--- src/rtl/spi_flash_cmd_master_if.sv ---
// -----------------------------------------------------------------------------
// spi_flash_cmd_master_if
// Purpose : command/response handshake between a system-side command source
//           (master) and the SPI flash command engine (slave).
// Signals : cmd_valid/cmd_ready  - request handshake, accept = valid & ready
//           cmd_op[1:0]          - 00 read, 01 write, 10 flash reset, 11 status
//           cmd_addr[15:0]       - flash address
//           cmd_wdata[7:0]       - write data byte
//           rsp_valid            - 1-clk pulse per completed command
//           rsp_rdata[7:0]       - captured read/status byte, held until next rsp
//           busy                 - engine is working on a frame (~cmd_ready)
// -----------------------------------------------------------------------------
interface spi_flash_cmd_master_if;
  logic        cmd_valid;
  logic        cmd_ready;
  logic [1:0]  cmd_op;
  logic [15:0] cmd_addr;
  logic [7:0]  cmd_wdata;
  logic        rsp_valid;
  logic [7:0]  rsp_rdata;
  logic        busy;

  modport master (
    output cmd_valid, cmd_op, cmd_addr, cmd_wdata,
    input  cmd_ready, rsp_valid, rsp_rdata, busy
  );

  modport slave (
    input  cmd_valid, cmd_op, cmd_addr, cmd_wdata,
    output cmd_ready, rsp_valid, rsp_rdata, busy
  );
endinterface

--- src/rtl/spi_flash_cmd_master.sv ---
// -----------------------------------------------------------------------------
// spi_flash_cmd_master
// Purpose : SPI mode-0 initiator turning parallel flash commands into 32-bit
//           frames {opcode, addr, data}, MSB first, and returning one response
//           per accepted command with the last 8 sampled SDI bits.
// Params  : CLK_DIV - SCK half-period in clk cycles (>=1)
//           GAP_CYC - minimum clk cycles nSS stays high between frames (>=1)
// Ports   : clk     - system clock, rising edge
//           bi_rst  - synchronous active-high reset
//           cmd_if  - command/response handshake (slave side)
//           SCK     - serial clock, idles low
//           nSS     - slave select, active low
//           SDO     - serial data out, MSB first
//           SDI     - serial data in, sampled on SCK rising edges
// -----------------------------------------------------------------------------
module spi_flash_cmd_master #(
  parameter int CLK_DIV = 2,
  parameter int GAP_CYC = 4
) (
  input  logic                         clk,
  input  logic                         bi_rst,
  spi_flash_cmd_master_if.slave        cmd_if,
  output logic                         SCK,
  output logic                         nSS,
  output logic                         SDO,
  input  logic                         SDI
);

  localparam int CNT_MAX = (CLK_DIV > GAP_CYC) ? CLK_DIV : GAP_CYC;
  localparam int CNT_W   = $clog2(CNT_MAX + 1);
  localparam logic [CNT_W-1:0] DIV_LOAD = CNT_W'(CLK_DIV - 1);
  localparam logic [CNT_W-1:0] GAP_LOAD = CNT_W'(GAP_CYC - 1);

  typedef enum logic [2:0] {
    ST_IDLE  = 3'd0,
    ST_LEAD  = 3'd1,
    ST_SHIFT = 3'd2,
    ST_TRAIL = 3'd3,
    ST_GAP   = 3'd4
  } state_t;

  state_t           state_q, state_d;
  logic [CNT_W-1:0] cnt_q, cnt_d;
  logic [5:0]       bit_cnt_q, bit_cnt_d;
  logic [31:0]      frame_q, frame_d;
  logic [7:0]       rx_q, rx_d;
  logic [1:0]       op_q, op_d;
  logic             sck_q, sck_d;
  logic             nss_q, nss_d;
  logic             sdo_q, sdo_d;
  logic             rsp_valid_q, rsp_valid_d;
  logic [7:0]       rsp_rdata_q, rsp_rdata_d;
  logic             cmd_ready_q, cmd_ready_d;
  logic             busy_q, busy_d;
  logic [31:0]      new_frame_s;

  // Assemble the serial frame; reset/status carry no address, only write carries data.
  function automatic logic [31:0] build_frame(input logic [1:0] op,
                                              input logic [15:0] addr,
                                              input logic [7:0] wdata);
    logic [7:0] opc;
    case (op)
      2'b00:   opc = 8'h03;
      2'b01:   opc = 8'h02;
      2'b10:   opc = 8'hFF;
      2'b11:   opc = 8'h05;
      default: opc = 8'h00;
    endcase
    return {opc, (op[1] ? 16'h0000 : addr), ((op == 2'b01) ? wdata : 8'h00)};
  endfunction

  assign new_frame_s = build_frame(cmd_if.cmd_op, cmd_if.cmd_addr, cmd_if.cmd_wdata);

  // Next-state and next-output computation for the frame sequencer.
  always_comb begin
    state_d     = state_q;
    cnt_d       = cnt_q;
    bit_cnt_d   = bit_cnt_q;
    frame_d     = frame_q;
    rx_d        = rx_q;
    op_d        = op_q;
    sck_d       = sck_q;
    nss_d       = nss_q;
    sdo_d       = sdo_q;
    rsp_valid_d = 1'b0;
    rsp_rdata_d = rsp_rdata_q;
    cmd_ready_d = cmd_ready_q;
    busy_d      = busy_q;
    case (state_q)
      ST_IDLE: begin
        if (cmd_if.cmd_valid && cmd_ready_q) begin
          state_d     = ST_LEAD;
          cnt_d       = DIV_LOAD;
          bit_cnt_d   = 6'd0;
          rx_d        = 8'h00;
          op_d        = cmd_if.cmd_op;
          sdo_d       = new_frame_s[31];
          frame_d     = {new_frame_s[30:0], 1'b0};
          sck_d       = 1'b0;
          nss_d       = 1'b0;
          cmd_ready_d = 1'b0;
          busy_d      = 1'b1;
        end else begin
          state_d = ST_IDLE;
        end
      end
      ST_LEAD: begin
        if (cnt_q == {CNT_W{1'b0}}) begin
          state_d = ST_SHIFT;
          cnt_d   = DIV_LOAD;
        end else begin
          cnt_d = cnt_q - {{(CNT_W-1){1'b0}}, 1'b1};
        end
      end
      ST_SHIFT: begin
        if (cnt_q == {CNT_W{1'b0}}) begin
          cnt_d = DIV_LOAD;
          if (!sck_q) begin
            // Rising edge: responder data has been stable since the previous fall.
            sck_d     = 1'b1;
            rx_d      = {rx_q[6:0], SDI};
            bit_cnt_d = (bit_cnt_q == 6'd32) ? 6'd32 : (bit_cnt_q + 6'd1);
          end else begin
            sck_d = 1'b0;
            if (bit_cnt_q == 6'd32) begin
              sdo_d   = 1'b0;
              state_d = ST_TRAIL;
            end else begin
              sdo_d   = frame_q[31];
              frame_d = {frame_q[30:0], 1'b0};
            end
          end
        end else begin
          cnt_d = cnt_q - {{(CNT_W-1){1'b0}}, 1'b1};
        end
      end
      ST_TRAIL: begin
        if (cnt_q == {CNT_W{1'b0}}) begin
          state_d     = ST_GAP;
          cnt_d       = GAP_LOAD;
          nss_d       = 1'b1;
          rsp_valid_d = 1'b1;
          // Only read and status return a byte; their op codes have equal bits.
          rsp_rdata_d = (op_q[1] == op_q[0]) ? rx_q : 8'h00;
        end else begin
          cnt_d = cnt_q - {{(CNT_W-1){1'b0}}, 1'b1};
        end
      end
      ST_GAP: begin
        if (cnt_q == {CNT_W{1'b0}}) begin
          state_d     = ST_IDLE;
          cmd_ready_d = 1'b1;
          busy_d      = 1'b0;
        end else begin
          cnt_d = cnt_q - {{(CNT_W-1){1'b0}}, 1'b1};
        end
      end
      default: begin
        state_d     = ST_IDLE;
        sck_d       = 1'b0;
        nss_d       = 1'b1;
        sdo_d       = 1'b0;
        cmd_ready_d = 1'b1;
        busy_d      = 1'b0;
      end
    endcase
  end

  // State and output registers with synchronous reset.
  always_ff @(posedge clk) begin
    if (bi_rst) begin
      state_q     <= ST_IDLE;
      cnt_q       <= {CNT_W{1'b0}};
      bit_cnt_q   <= 6'd0;
      frame_q     <= 32'h0000_0000;
      rx_q        <= 8'h00;
      op_q        <= 2'b00;
      sck_q       <= 1'b0;
      nss_q       <= 1'b1;
      sdo_q       <= 1'b0;
      rsp_valid_q <= 1'b0;
      rsp_rdata_q <= 8'h00;
      cmd_ready_q <= 1'b1;
      busy_q      <= 1'b0;
    end else begin
      state_q     <= state_d;
      cnt_q       <= cnt_d;
      bit_cnt_q   <= bit_cnt_d;
      frame_q     <= frame_d;
      rx_q        <= rx_d;
      op_q        <= op_d;
      sck_q       <= sck_d;
      nss_q       <= nss_d;
      sdo_q       <= sdo_d;
      rsp_valid_q <= rsp_valid_d;
      rsp_rdata_q <= rsp_rdata_d;
      cmd_ready_q <= cmd_ready_d;
      busy_q      <= busy_d;
    end
  end

  assign SCK              = sck_q;
  assign nSS              = nss_q;
  assign SDO              = sdo_q;
  assign cmd_if.cmd_ready = cmd_ready_q;
  assign cmd_if.busy      = busy_q;
  assign cmd_if.rsp_valid = rsp_valid_q;
  assign cmd_if.rsp_rdata = rsp_rdata_q;

endmodule

--- src/flat_wrapper.sv ---
// flat-port wrapper written by rule: the top's interface ports become plain ports
module spi_flash_cmd_master_flat 
#(
  parameter int CLK_DIV = 2,
  parameter int GAP_CYC = 4
)
  (clk, bi_rst, SCK, nSS, SDO, SDI, cmd_if_cmd_valid, cmd_if_cmd_op, cmd_if_cmd_addr, cmd_if_cmd_wdata, cmd_if_cmd_ready, cmd_if_rsp_valid, cmd_if_rsp_rdata, cmd_if_busy);
  spi_flash_cmd_master_if cmd_if_i ();
  input  logic clk;
  input  logic bi_rst;
  output logic SCK;
  output logic nSS;
  output logic SDO;
  input  logic SDI;
  input wire logic [$bits(cmd_if_i.cmd_valid)-1:0] cmd_if_cmd_valid;
  input wire logic [$bits(cmd_if_i.cmd_op)-1:0] cmd_if_cmd_op;
  input wire logic [$bits(cmd_if_i.cmd_addr)-1:0] cmd_if_cmd_addr;
  input wire logic [$bits(cmd_if_i.cmd_wdata)-1:0] cmd_if_cmd_wdata;
  output wire logic [$bits(cmd_if_i.cmd_ready)-1:0] cmd_if_cmd_ready;
  output wire logic [$bits(cmd_if_i.rsp_valid)-1:0] cmd_if_rsp_valid;
  output wire logic [$bits(cmd_if_i.rsp_rdata)-1:0] cmd_if_rsp_rdata;
  output wire logic [$bits(cmd_if_i.busy)-1:0] cmd_if_busy;
  assign cmd_if_i.cmd_valid = cmd_if_cmd_valid;
  assign cmd_if_i.cmd_op = cmd_if_cmd_op;
  assign cmd_if_i.cmd_addr = cmd_if_cmd_addr;
  assign cmd_if_i.cmd_wdata = cmd_if_cmd_wdata;
  assign cmd_if_cmd_ready = cmd_if_i.cmd_ready;
  assign cmd_if_rsp_valid = cmd_if_i.rsp_valid;
  assign cmd_if_rsp_rdata = cmd_if_i.rsp_rdata;
  assign cmd_if_busy = cmd_if_i.busy;
  spi_flash_cmd_master #(.CLK_DIV(CLK_DIV), .GAP_CYC(GAP_CYC)) u_core (.clk(clk), .bi_rst(bi_rst), .cmd_if(cmd_if_i), .SCK(SCK), .nSS(nSS), .SDO(SDO), .SDI(SDI));
endmodule
--- config.mk ---
export PLATFORM = sky130hd
export DESIGN_NAME = spi_flash_cmd_master_flat
export DESIGN_NICKNAME = d
export VERILOG_FILES = /design/src/rtl/spi_flash_cmd_master_if.sv /design/src/rtl/spi_flash_cmd_master.sv /design/src/flat_wrapper.sv
export SDC_FILE = /design/constraint.sdc
export NUM_CORES = 1
export LEC_CHECK = 0
export BUFFER_PORTS_ARGS = -buffer_cell sky130_fd_sc_hd__buf_2
export CORE_MARGIN = 5
export CORE_UTILIZATION = 47
export DETAILED_ROUTE_END_ITERATION = 8
export HOLD_SLACK_MARGIN = 0.03
export PLACE_DENSITY = 0.66
export SKIP_LAST_GASP = 1
export SYNTH_ARGS = -nofsm -noshare
export SYNTH_HDL_FRONTEND = slang
export SYNTH_SLANG_ARGS = --single-unit
export TNS_END_PERCENT = 20
--- constraint.sdc ---
create_clock -name clk -period 1.9 [get_ports clk]
set_input_delay 0 -clock clk [delete_from_list [all_inputs] [get_ports clk]]
set_output_delay 0 -clock clk [all_outputs]
set_load 0.01 [all_outputs]
==> results of run 1 <==
[cell type report]
| class | count | area share (%) |
|---|---|---|
| multi-input combinational | 285 | 46.7 |
| inverter | 9 | 0.778 |
| tap | 99 | 2.85 |
| clock buffer | 9 | 2.85 |
| timing repair buffer | 89 | 14.7 |
| clock inverter | 7 | 1.24 |
| sequential | 67 | 30.9 |
[path summary, 6_finish.rpt]
| kind | endpoint | cells after the start | slack [ns] |
|---|---|---|---|
| setup / recovery | u_core.cnt_q[0]$_SDFFE_PP0P_ | 7 | 0.05 |
| hold / removal | u_core.cmd_if.rsp_valid$_SDFF_PP0_ | 2 | 0.06 |
| setup reg to reg | u_core.cnt_q[0]$_SDFFE_PP0P_ | 7 | 0.05 |
| hold reg to reg | u_core.frame_q[8]$_SDFFE_PP0P_ | 2 | 0.46 |
[cell families after synthesis]
family,share of synthesized area (%)
buf+inv,5.50
xor+xnor,0.750
mux,12.2
simple gates,23.1
fa+ha+maj,1.79
flops,38.3
compound gates,18.4
[synthesized netlist by cell type (2+ instances only)]
| library cell | number |
|---|---|
| or3_1 | 3 |
| nor3b_1 | 7 |
| a211oi_1 | 3 |
| nand3b_1 | 19 |
| o31ai_1 | 3 |
| nand3_1 | 19 |
| nor2_1 | 8 |
| ha_1 | 5 |
| a31oi_1 | 4 |
| xor2_1 | 2 |
| inv_1 | 9 |
| nand2_1 | 51 |
| clkbuf_1 | 16 |
| nor2b_1 | 23 |
| a21oi_1 | 36 |
| buf_1 | 5 |
| o21ai_0 | 11 |
| nor3_1 | 3 |
| o211ai_1 | 5 |
| dfxtp_1 | 67 |
| a21o_1 | 8 |
| mux2_2 | 2 |
| mux2_4 | 19 |
| buf_2 | 10 |
| a211o_1 | 2 |
| buf_6 | 2 |
| a311oi_1 | 3 |
| and3_1 | 3 |
| mux2i_1 | 12 |
| a32o_1 | 3 |
| a22o_1 | 8 |
| a31o_2 | 2 |
[sequential cells by signal, summed over array words and instances, names as in the netlist, 2 cells and up]
register,count
u_core.bit_cnt_q,6
u_core.cnt_q,3
u_core.frame_q,31
u_core.rx_q,8
u_core.op_q,2
u_core.cmd_if.rsp_rdata,8
u_core.state_q,3
[where the power goes]
group | switching, mW | internal [mW]
clock | 0.584 | 0.479
sequential | 0.123 | 1.61
combinational | 1.14 | 1.21
total | 1.85 | 3.29
[per-layer routing]
metal | GRT usage, % | vias to the layer above | share of wire, %
li1 | - | 1538 | -
met1 | 22.1 | 1452 | 46
met2 | 29.8 | 45 | 50
met3 | 4.22 | 10 | 3.2
met4 | 7.71 | 0 | 1.4
met5 | 0 | - | 0
[timing repair]
item | CTS | global route
hold buffers | 9 | 0
gates resized for setup | 3 | 10
setup endpoints to repair | 21 | 29
setup buffers | 2 | 5
hold endpoints to repair | 9 | 0
pin swaps | 3 | 5
==> results.sh, run 1 <==
export IMPL_outcome="complete, no violations"
export IMPL_grt_pass1_vias=2822
export IMPL_die_w_um=96.4
export IMPL_place_inst=533
export IMPL_antenna_found_initial=0
export IMPL_tns_ns=0
export IMPL_stdcell_area_sq_mm=0.00434
export IMPL_synth_fp_nets=430
export IMPL_ys_ff_latch=67
export IMPL_dr_first_iter_drc_count=108
export IMPL_synthFlopType="dfxtp_1"
export IMPL_cp_data_arrival_time_ns=2.09
export IMPL_critPathKind="flop to flop"
export IMPL_core_region_area_sq_mm=0.00725
export IMPL_area_delta_synth_final_pct=24.0
export IMPL_place_port_buffers=43
export IMPL_nets=496
export IMPL_drv_slew=0
export IMPL_max_slew_margin_pct=55.6
export IMPL_netlist_instances=395
export IMPL_crit_family="simple AND/OR/NAND/NOR gates"
export IMPL_netlist_area_sq_mm=0.00350
export IMPL_drt_wl_total_um=7830
export IMPL_setup_slack_ns=0.0514
export IMPL_peakVddDrop_mv=0.635
export IMPL_netlist_area_leader_share_pct=38.3
export IMPL_crit_buf_inv=2
export IMPL_final_cell_mix="66 x dfxtp_1, 51 x nand2_1, 43 x buf_2"
export IMPL_post_route_min_period_ns=1.85
export IMPL_synth_top_area_cell="dfxtp_1"
export IMPL_htreeDepth=3
export IMPL_grt_max_degree=38
export IMPL_drc=0
export IMPL_cts_tree="built"
export IMPL_place_congestion=0.842
export IMPL_p_per_area_mw_per_mm2=1180
export IMPL_die_area_sq_mm=0.00928
export IMPL_fin_crit_sh_pct=97.3
export IMPL_grtUsageTotal_pct=18.0
export IMPL_fmax_ghz=0.541
export IMPL_slowest_delay_ns=0.36
export IMPL_vias=3045
export IMPL_hold_start="bi_rst"
export IMPL_critPathLaunchType="flop"
export IMPL_avgRoutedWirePerCell_um=13.9
export IMPL_synth_edf_count=0
export IMPL_regArea_sq_mm=0.00134
export IMPL_layout_cells_non_filler=565
export IMPL_gr_total_overflow=0
export IMPL_worstMarginPinSlew_ns=0.666
export IMPL_fin_worst_skew_ns=0.00830
export IMPL_hold_viol=0
export IMPL_finalSetupViolCount=0
export IMPL_cp_cell_sequence="inv_2, ha_4, ha_4, buf_4, or3_1, a221o_1, and3_1"
export IMPL_cts_sinks=67
export IMPL_clock_path_buffers=2
export IMPL_cpMaxStageDelayCell="or3_1"
export IMPL_hold_path_class="input pin to flop"
export IMPL_power_leakage_nw=1.77
export IMPL_clock_latency_ns=0.34
export IMPL_cts_buffers=9
export IMPL_synth_cell_type_count=54
export IMPL_hpwlAfterDp_um=5280
export IMPL_grt_pass1_wl_um=13100
export IMPL_root_buffer="clkbuf_8"
export IMPL_insertedDiodeCount=0
export IMPL_seq_area_frac_synth_pct=38.3
export IMPL_num_io_pins=44
export IMPL_fin_worst_hold_slack_ns=0.0609
export IMPL_crit_path_end_kind="flop"
export IMPL_crit_required_ns=2.14
export IMPL_rsz0062_at_grt="yes"
export IMPL_mostFrequentLayoutCell="dfxtp_1"
export IMPL_max_cap_viol_count=0
export IMPL_die_h_um=96.4
export IMPL_path_clk_slew_ns=0.08
export IMPL_dpl_worst_slack_ns=-0.0624
export IMPL_r2r_start="u_core.cnt_q[1]$_SDFFE_PP0P_"
export IMPL_place_area_sq_mm=0.00397
export IMPL_crit_top_cell="ha_4"
export IMPL_ys_warn_count=0
export IMPL_drt_vias_per_instance=5.39
export IMPL_multi_input_area_sq_mm=0.00203
export IMPL_async_flop_share_pct=0
export IMPL_power_mw=5.14
export IMPL_syn_mean_instance_area_sq_um=8.87
export IMPL_cp_max_fo=6
export IMPL_first_pass_iters=4
export IMPL_start_util_pct=48.3
export IMPL_final_layout_size_suffix_gt1_share_pct=29.4
export IMPL_final_antenna_net_count=0
export IMPL_synthTopCellsByArea="dfxtp_1 38%, mux2_4 8.1%, nand2_1 5.5%, a21oi_1 5.1%, nor2b_1 4.1%"
export IMPL_post_route_util_pct=59.9
export IMPL_fillers=666
export IMPL_critical_path_startpoint="u_core.cnt_q[1]$_SDFFE_PP0P_"
export IMPL_rows=31
(Power assumes the default switching activity.)
==> run 2: changes to the inputs <==
--- a/config.mk
+++ b/config.mk
@@ -10,7 +10,9 @@
 export CORE_UTILIZATION = 47
 export DETAILED_ROUTE_END_ITERATION = 8
 export HOLD_SLACK_MARGIN = 0.03
+export MAX_ROUTING_LAYER = met4
 export PLACE_DENSITY = 0.66
+export REMOVE_ABC_BUFFERS = 1
 export SKIP_LAST_GASP = 1
 export SYNTH_ARGS = -nofsm -noshare
 export SYNTH_HDL_FRONTEND = slang
==> results.sh, run 2 (synthesis results as in run 1) <==
export IMPL_outcome="complete, no violations"
export IMPL_final_cell_mix="66 x dfxtp_1, 51 x nand2_1, 43 x buf_2"
export IMPL_p_sw_mw=1.80
export IMPL_grt_max_degree=32
export IMPL_power_leakage_nw=1.75
export IMPL_htreeDepth=3
export IMPL_fin_worst_skew_ns=0.00324
export IMPL_maxUsedRoutingLayer="met4"
export IMPL_critical_path_startpoint="u_core.cnt_q[0]$_SDFFE_PP0P_"
export IMPL_max_slew_margin_pct=54.9
export IMPL_core_region_area_sq_mm=0.00725
export IMPL_drv_slew=0
export IMPL_place_port_buffers=43
export IMPL_vias=3061
export IMPL_cts_sinks=67
export IMPL_rsz0062_at_grt="yes"
export IMPL_regMostFlops="u_core.frame_q"
export IMPL_dr_first_iter_drc_count=96
export IMPL_wl_met2_um=3750
export IMPL_path_clk_slew_ns=0.07
export IMPL_area_delta_synth_final_pct=22.3
export IMPL_cp_endpoint="u_core.cnt_q[0]$_SDFFE_PP0P_"
export IMPL_crit_path_end_kind="flop"
export IMPL_hold_viol=0
export IMPL_reg2reg_depth=7
export IMPL_finalSetupViolCount=0
export IMPL_post_route_util_pct=59.1
export IMPL_post_route_min_period_ns=1.85
export IMPL_cp_max_fo=5
export IMPL_crit_required_ns=2.15
export IMPL_critPathKind="flop to flop"
export IMPL_hold_path_class="input pin to flop"
export IMPL_worstMarginPinSlew_ns=0.675
export IMPL_final_antenna_net_count=0
export IMPL_die_h_um=96.4
export IMPL_timing_rr_end="u_core.cnt_q[0]$_SDFFE_PP0P_"
export IMPL_final_layout_size_suffix_gt1_share_pct=27.7
export IMPL_grtUsageTotal_pct=18.7
export IMPL_rows=31
export IMPL_p_comb_share_pct=45.1
export IMPL_fin_crit_sh_pct=97.6
export IMPL_p_seq_share_pct=34.6
export IMPL_root_buffer="clkbuf_8"
export IMPL_antenna_found_initial=0
export IMPL_grt_pass1_wl_um=13300
export IMPL_p_int_mw=3.18
export IMPL_nets=495
export IMPL_max_cap_viol_count=0
export IMPL_insertedDiodeCount=0
export IMPL_cts_tree="built"
export IMPL_clkPwrFrac_pct=20.4
export IMPL_m1WireLength_um=3700
export IMPL_first_pass_iters=4
export IMPL_layout_cells_non_filler=564
export IMPL_cp_data_arrival_time_ns=2.10
export IMPL_avgRoutedWirePerCell_um=14.0
export IMPL_clock_path_buffers=2
export IMPL_wl_met3_um=343
export IMPL_peakVddDrop_mv=0.499
export IMPL_rrSetupSlack_ns=0.05
export IMPL_fmax_ghz=0.539
export IMPL_clock_latency_ns=0.35
export IMPL_die_w_um=96.4
export IMPL_critPathLaunchType="flop"
export IMPL_largest_reg_flops=31
export IMPL_place_inst=534
export IMPL_r2r_start="u_core.cnt_q[0]$_SDFFE_PP0P_"
export IMPL_drt_wl_total_um=7900
export IMPL_place_congestion=0.812
export IMPL_hpwlAfterDp_um=5320
export IMPL_p_sw_share_pct=36.2
export IMPL_cts_buffers=9
export IMPL_mostFrequentLayoutCell="dfxtp_1"
export IMPL_drt_vias_per_instance=5.43
export IMPL_drc=0
export IMPL_gr_total_overflow=0
export IMPL_die_area_sq_mm=0.00928
export IMPL_num_io_pins=44
export IMPL_start_util_pct=48.3
export IMPL_grt_pass1_vias=2918
export IMPL_p_per_area_mw_per_mm2=1160
[run 2: cell count changes in the layout (fill, tap and decap cells not counted), moves of 2 or more]
cell and change:
a21oi_1 +2, a21oi_2 -2, clkbuf_1 +2, clkinv_2 +2
clkinv_4 -2, dlygate4sd3_1 +2
[run 2: per-stage QoR]
| stage | area [sq um] | hold slack [ns] | TNS [ns] | total power [mW] | setup slack (ns) |
|---|---|---|---|---|---|
| 4_1_cts | 4230 | 0.0640 | -0.0350 | 4.90 | -0.0181 |
| 3_5_place_dp | 3960 | 0.269 | -0.123 | 3.84 | -0.0479 |
| 2_1_floorplan | 3350 | 0.0691 | -99.69 | 3.01 | -2.51 |
| 3_3_place_gp | 3960 | 0.267 | -0.0130 | 3.80 | -0.0130 |
| 5_1_grt | 4290 | 0.113 | -0.0141 | 5.30 | -0.00839 |
| 6_report | 4290 | 0.0793 | 0 | 4.99 | 0.0453 |
[run 2: final cells by class]
type / count / area [sq um]
tap: 99 / 124
multi-input combinational: 285 / 2010
clock buffer: 11 / 131
timing repair buffer: 88 / 618
inverter: 9 / 33.8
fill: 677 / 2970
sequential: 67 / 1340
clock inverter: 5 / 30.0
[run 2: per-layer routing]
metal	track usage [%]	up-vias
li1	-	1536
met1	22.6	1459
met2	30.8	56
met3	4.22	10
met4	5.84	0
met5	-	-
[run 2: worst min path at each step]
stage / start / endpoint / cells after the start / slack (ns)
floorplan: bi_rst / u_core.SDO$_SDFFE_PP0P_ / 1 / 0.07
detailed placement: SDI / u_core.rx_q[0]$_SDFFE_PP0P_ / 3 / 0.27
CTS: cmd_if_cmd_valid / u_core.cmd_if.cmd_ready$_SDFFE_PP1P_ / 4 / 0.06
global route: cmd_if_cmd_addr[4] / u_core.frame_q[13]$_SDFFE_PP0P_ / 4 / 0.11
finish: cmd_if_cmd_valid / u_core.cmd_if.cmd_ready$_SDFFE_PP1P_ / 4 / 0.08
global placement: SDI / u_core.rx_q[0]$_SDFFE_PP0P_ / 3 / 0.27
[run 2: critical path, cell delays in order (launching register included)]
cell	delay, ns
dfxtp_1	0.34
inv_2	0.06
ha_4	0.16
ha_4	0.17
buf_4	0.16
or3_4	0.37
a221o_1	0.34
and3_1	0.16
[run 2: timing repair]
item	4_1_cts	5_1_grt
setup buffers	0	3
setup endpoints to repair	4	34
gates cloned	0	0
hold endpoints to repair	13	0
resized for setup	1	8
hold buffers	11	0
pin swaps	1	4
[run 2: power by group through the flow]
| stage | logic [mW] | clock network, mW | registers, mW |
|---|---|---|---|
| 5_1_grt | 2.45 | 1.10 | 1.74 |
| 2_1_floorplan | 1.22 | 0 | 1.79 |
| 3_3_place_gp | 2.06 | 0 | 1.74 |
| 3_5_place_dp | 2.10 | 0 | 1.75 |
| 4_1_cts | 2.13 | 1.05 | 1.72 |
| 6_report | 2.25 | 1.02 | 1.72 |
==> run 3: changes to the inputs <==
--- a/config.mk
+++ b/config.mk
@@ -11,7 +11,7 @@
 export DETAILED_ROUTE_END_ITERATION = 8
 export HOLD_SLACK_MARGIN = 0.03
 export MAX_ROUTING_LAYER = met4
-export PLACE_DENSITY = 0.66
+export PLACE_DENSITY = 0.64
 export REMOVE_ABC_BUFFERS = 1
 export SKIP_LAST_GASP = 1
 export SYNTH_ARGS = -nofsm -noshare
==> constraint.sdc (replaced) <==
create_clock -name clk -period 2.12 [get_ports clk]
set_input_delay 0 -clock clk [delete_from_list [all_inputs] [get_ports clk]]
set_output_delay 0 -clock clk [all_outputs]
set_load 0.01 [all_outputs]
==> results.sh, run 3 (synthesis results as in run 1) <==
export IMPL_post_route_min_period_ns=1.97
export IMPL_die_area_sq_mm=0.00928
export IMPL_p_per_area_mw_per_mm2=1120
export IMPL_dpl_worst_slack_ns=0.126
export IMPL_final_antenna_net_count=0
export IMPL_place_congestion=0.778
export IMPL_cpMaxStageDelayCell="or4_1"
export IMPL_finalSetupViolCount=0
export IMPL_drt_wl_total_um=7620
export IMPL_rrSetupSlack_ns=0.15
export IMPL_regMostFlops="u_core.frame_q"
export IMPL_hold_path_class="input pin to flop"
export IMPL_outcome="complete, no violations"
export IMPL_start_util_pct=48.3
export IMPL_cp_cell_sequence="inv_1, ha_1, ha_4, nand3b_1, a211o_1, or4_1, a21oi_1"
export IMPL_die_h_um=96.4
export IMPL_rows=31
export IMPL_grtUsageTotal_pct=18.5
export IMPL_htreeDepth=3
export IMPL_peakVddDrop_mv=0.624
export IMPL_rsz0062_at_grt="no"
export IMPL_setup_slack_ns=0.148
export IMPL_drt_vias_per_instance=5.46
export IMPL_num_io_pins=44
export IMPL_place_port_buffers=43
export IMPL_fmax_ghz=0.507
export IMPL_slowest_delay_ns=0.50
export IMPL_final_cell_mix="67 x dfxtp_1, 51 x nand2_1, 43 x buf_2"
export IMPL_fin_crit_sh_pct=93.0
export IMPL_clkPwrFrac_pct=30.2
export IMPL_grt_pass1_wl_um=13200
export IMPL_critPathKind="flop to flop"
export IMPL_die_w_um=96.4
export IMPL_area_delta_synth_final_pct=22.2
export IMPL_power_mw=4.80
export IMPL_hold_viol=0
export IMPL_nets=481
export IMPL_max_slew_margin_pct=53.9
export IMPL_grt_max_degree=32
export IMPL_cts_buffers=9
export IMPL_p_comb_share_pct=37.2
export IMPL_crit_path_end_kind="flop"
export IMPL_gr_total_overflow=0
export IMPL_max_cap_viol_count=0
export IMPL_dr_first_iter_drc_count=119
export IMPL_worstMarginPinSlew_ns=0.689
export IMPL_cts_sinks=67
export IMPL_largest_reg_flops=31
export IMPL_drv_slew=0
export IMPL_vias=3003
export IMPL_power_leakage_nw=1.74
export IMPL_critPathLaunchType="flop"
export IMPL_drc=0
export IMPL_p_sw_share_pct=33.4
export IMPL_root_buffer="clkbuf_8"
export IMPL_fin_worst_skew_ns=0.0109
export IMPL_cp_max_fo=5
export IMPL_path_clk_slew_ns=0.08
export IMPL_p_seq_share_pct=32.6
export IMPL_clock_latency_ns=0.35
export IMPL_cp_data_arrival_time_ns=2.25
export IMPL_hpwlAfterDp_um=5090
export IMPL_grt_pass1_vias=2791
export IMPL_final_layout_size_suffix_gt1_share_pct=24.8
export IMPL_p_sw_mw=1.60
export IMPL_mostFrequentLayoutCell="dfxtp_1"
export IMPL_p_int_mw=3.20
export IMPL_crit_required_ns=2.40
export IMPL_insertedDiodeCount=0
export IMPL_first_pass_iters=4
export IMPL_postCtsSetupRepairBufs=0
export IMPL_antenna_found_initial=0
export IMPL_avgRoutedWirePerCell_um=13.9
export IMPL_core_region_area_sq_mm=0.00725
export IMPL_cts_tree="built"
export IMPL_clock_path_buffers=2
==> run 3: cell types whose count changed in the layout (fill, tap and decap cells not counted), sizes merged <==
cell      delta
clkbuf       -2
clkinv       -2
clkinvlp     -2
bufinv       +4
buf         -14
inv          +2
==> run 3: what timing repair did <==
action,4_1_cts,5_1_grt
hold buffers,11,0
endpoints found under the setup margin,0,3
hold endpoints to repair,12,0
resized for setup,0,2
==> run 3: power by group through the flow <==
stage               Sequential, mW  Combinational (mW)  Clock [mW]
floorplan                     1.61                1.09           0
global placement              1.59                1.72           0
detailed placement            1.59                1.74           0
CTS                           1.56                1.76        1.47
global route                  1.59                1.94        1.53
finish                        1.56                1.79        1.45
==> run 3: metal layers <==
metal | up-vias | GRT usage, % | wire, um | part of all wire (%)
li1 | 1508 | - | - | -
met1 | 1422 | 23.0 | 3580 | 47
met2 | 66 | 29.6 | 3570 | 47
met3 | 7 | 3.67 | 388 | 5.1
met4 | 0 | 7.36 | 95 | 1.2
met5 | - | - | 0 | 0
==> run 3: stage by stage <==
step / setup TNS, ns / cell area, sq um / utilization, % / cells / hold slack (ns)
after global routing: 0 / 4280 / 59.0 / 550 / 0.112
after global placement: 0 / 3890 / 53.6 / 523 / 0.262
after CTS: 0 / 4270 / 58.9 / 550 / 0.0878
after detailed placement: 0 / 3890 / 53.6 / 523 / 0.274
final: 0 / 4280 / 59.0 / 550 / 0.0959
after floorplan: -89.42 / 3350 / - / 361 / 0.0691
==> run 3: layout make-up <==
type	instances	area, sq um
Timing Repair Buffer	74	526
Clock inverter	7	146
Sequential cell	67	1340
Fill cell	671	2970
Multi-Input combinational cell	285	1990
Clock buffer	9	124
Tap cell	99	124
Inverter	9	33.8
==> run 3: worst paths after layout <==
| check | start | to | depth (start not counted) |
|---|---|---|---|
| worst min register to register | u_core.rx_q[7]$_SDFFE_PP0P_ | u_core.rx_q[7]$_SDFFE_PP0P_ | 2 |
| worst max register to register | u_core.cnt_q[0]$_SDFFE_PP0P_ | u_core.bit_cnt_q[5]$_SDFFE_PP0P_ | 7 |
| worst min-delay path | cmd_if_cmd_addr[9] | u_core.frame_q[18]$_SDFFE_PP0P_ | 4 |
| worst max-delay path | u_core.cnt_q[0]$_SDFFE_PP0P_ | u_core.bit_cnt_q[5]$_SDFFE_PP0P_ | 7 |
==> run 3: worst max-delay path: cells and delay by family (launching register included) <==
kind | cells | cell delay, ns
adder cells (fa/ha/maj) | 2 | 0.40
AND/OR/NAND/NOR | 2 | 0.60
buffers and inverters | 1 | 0.12
AO/OA/AOI/OAI | 2 | 0.48
flip-flops | 1 | 0.31
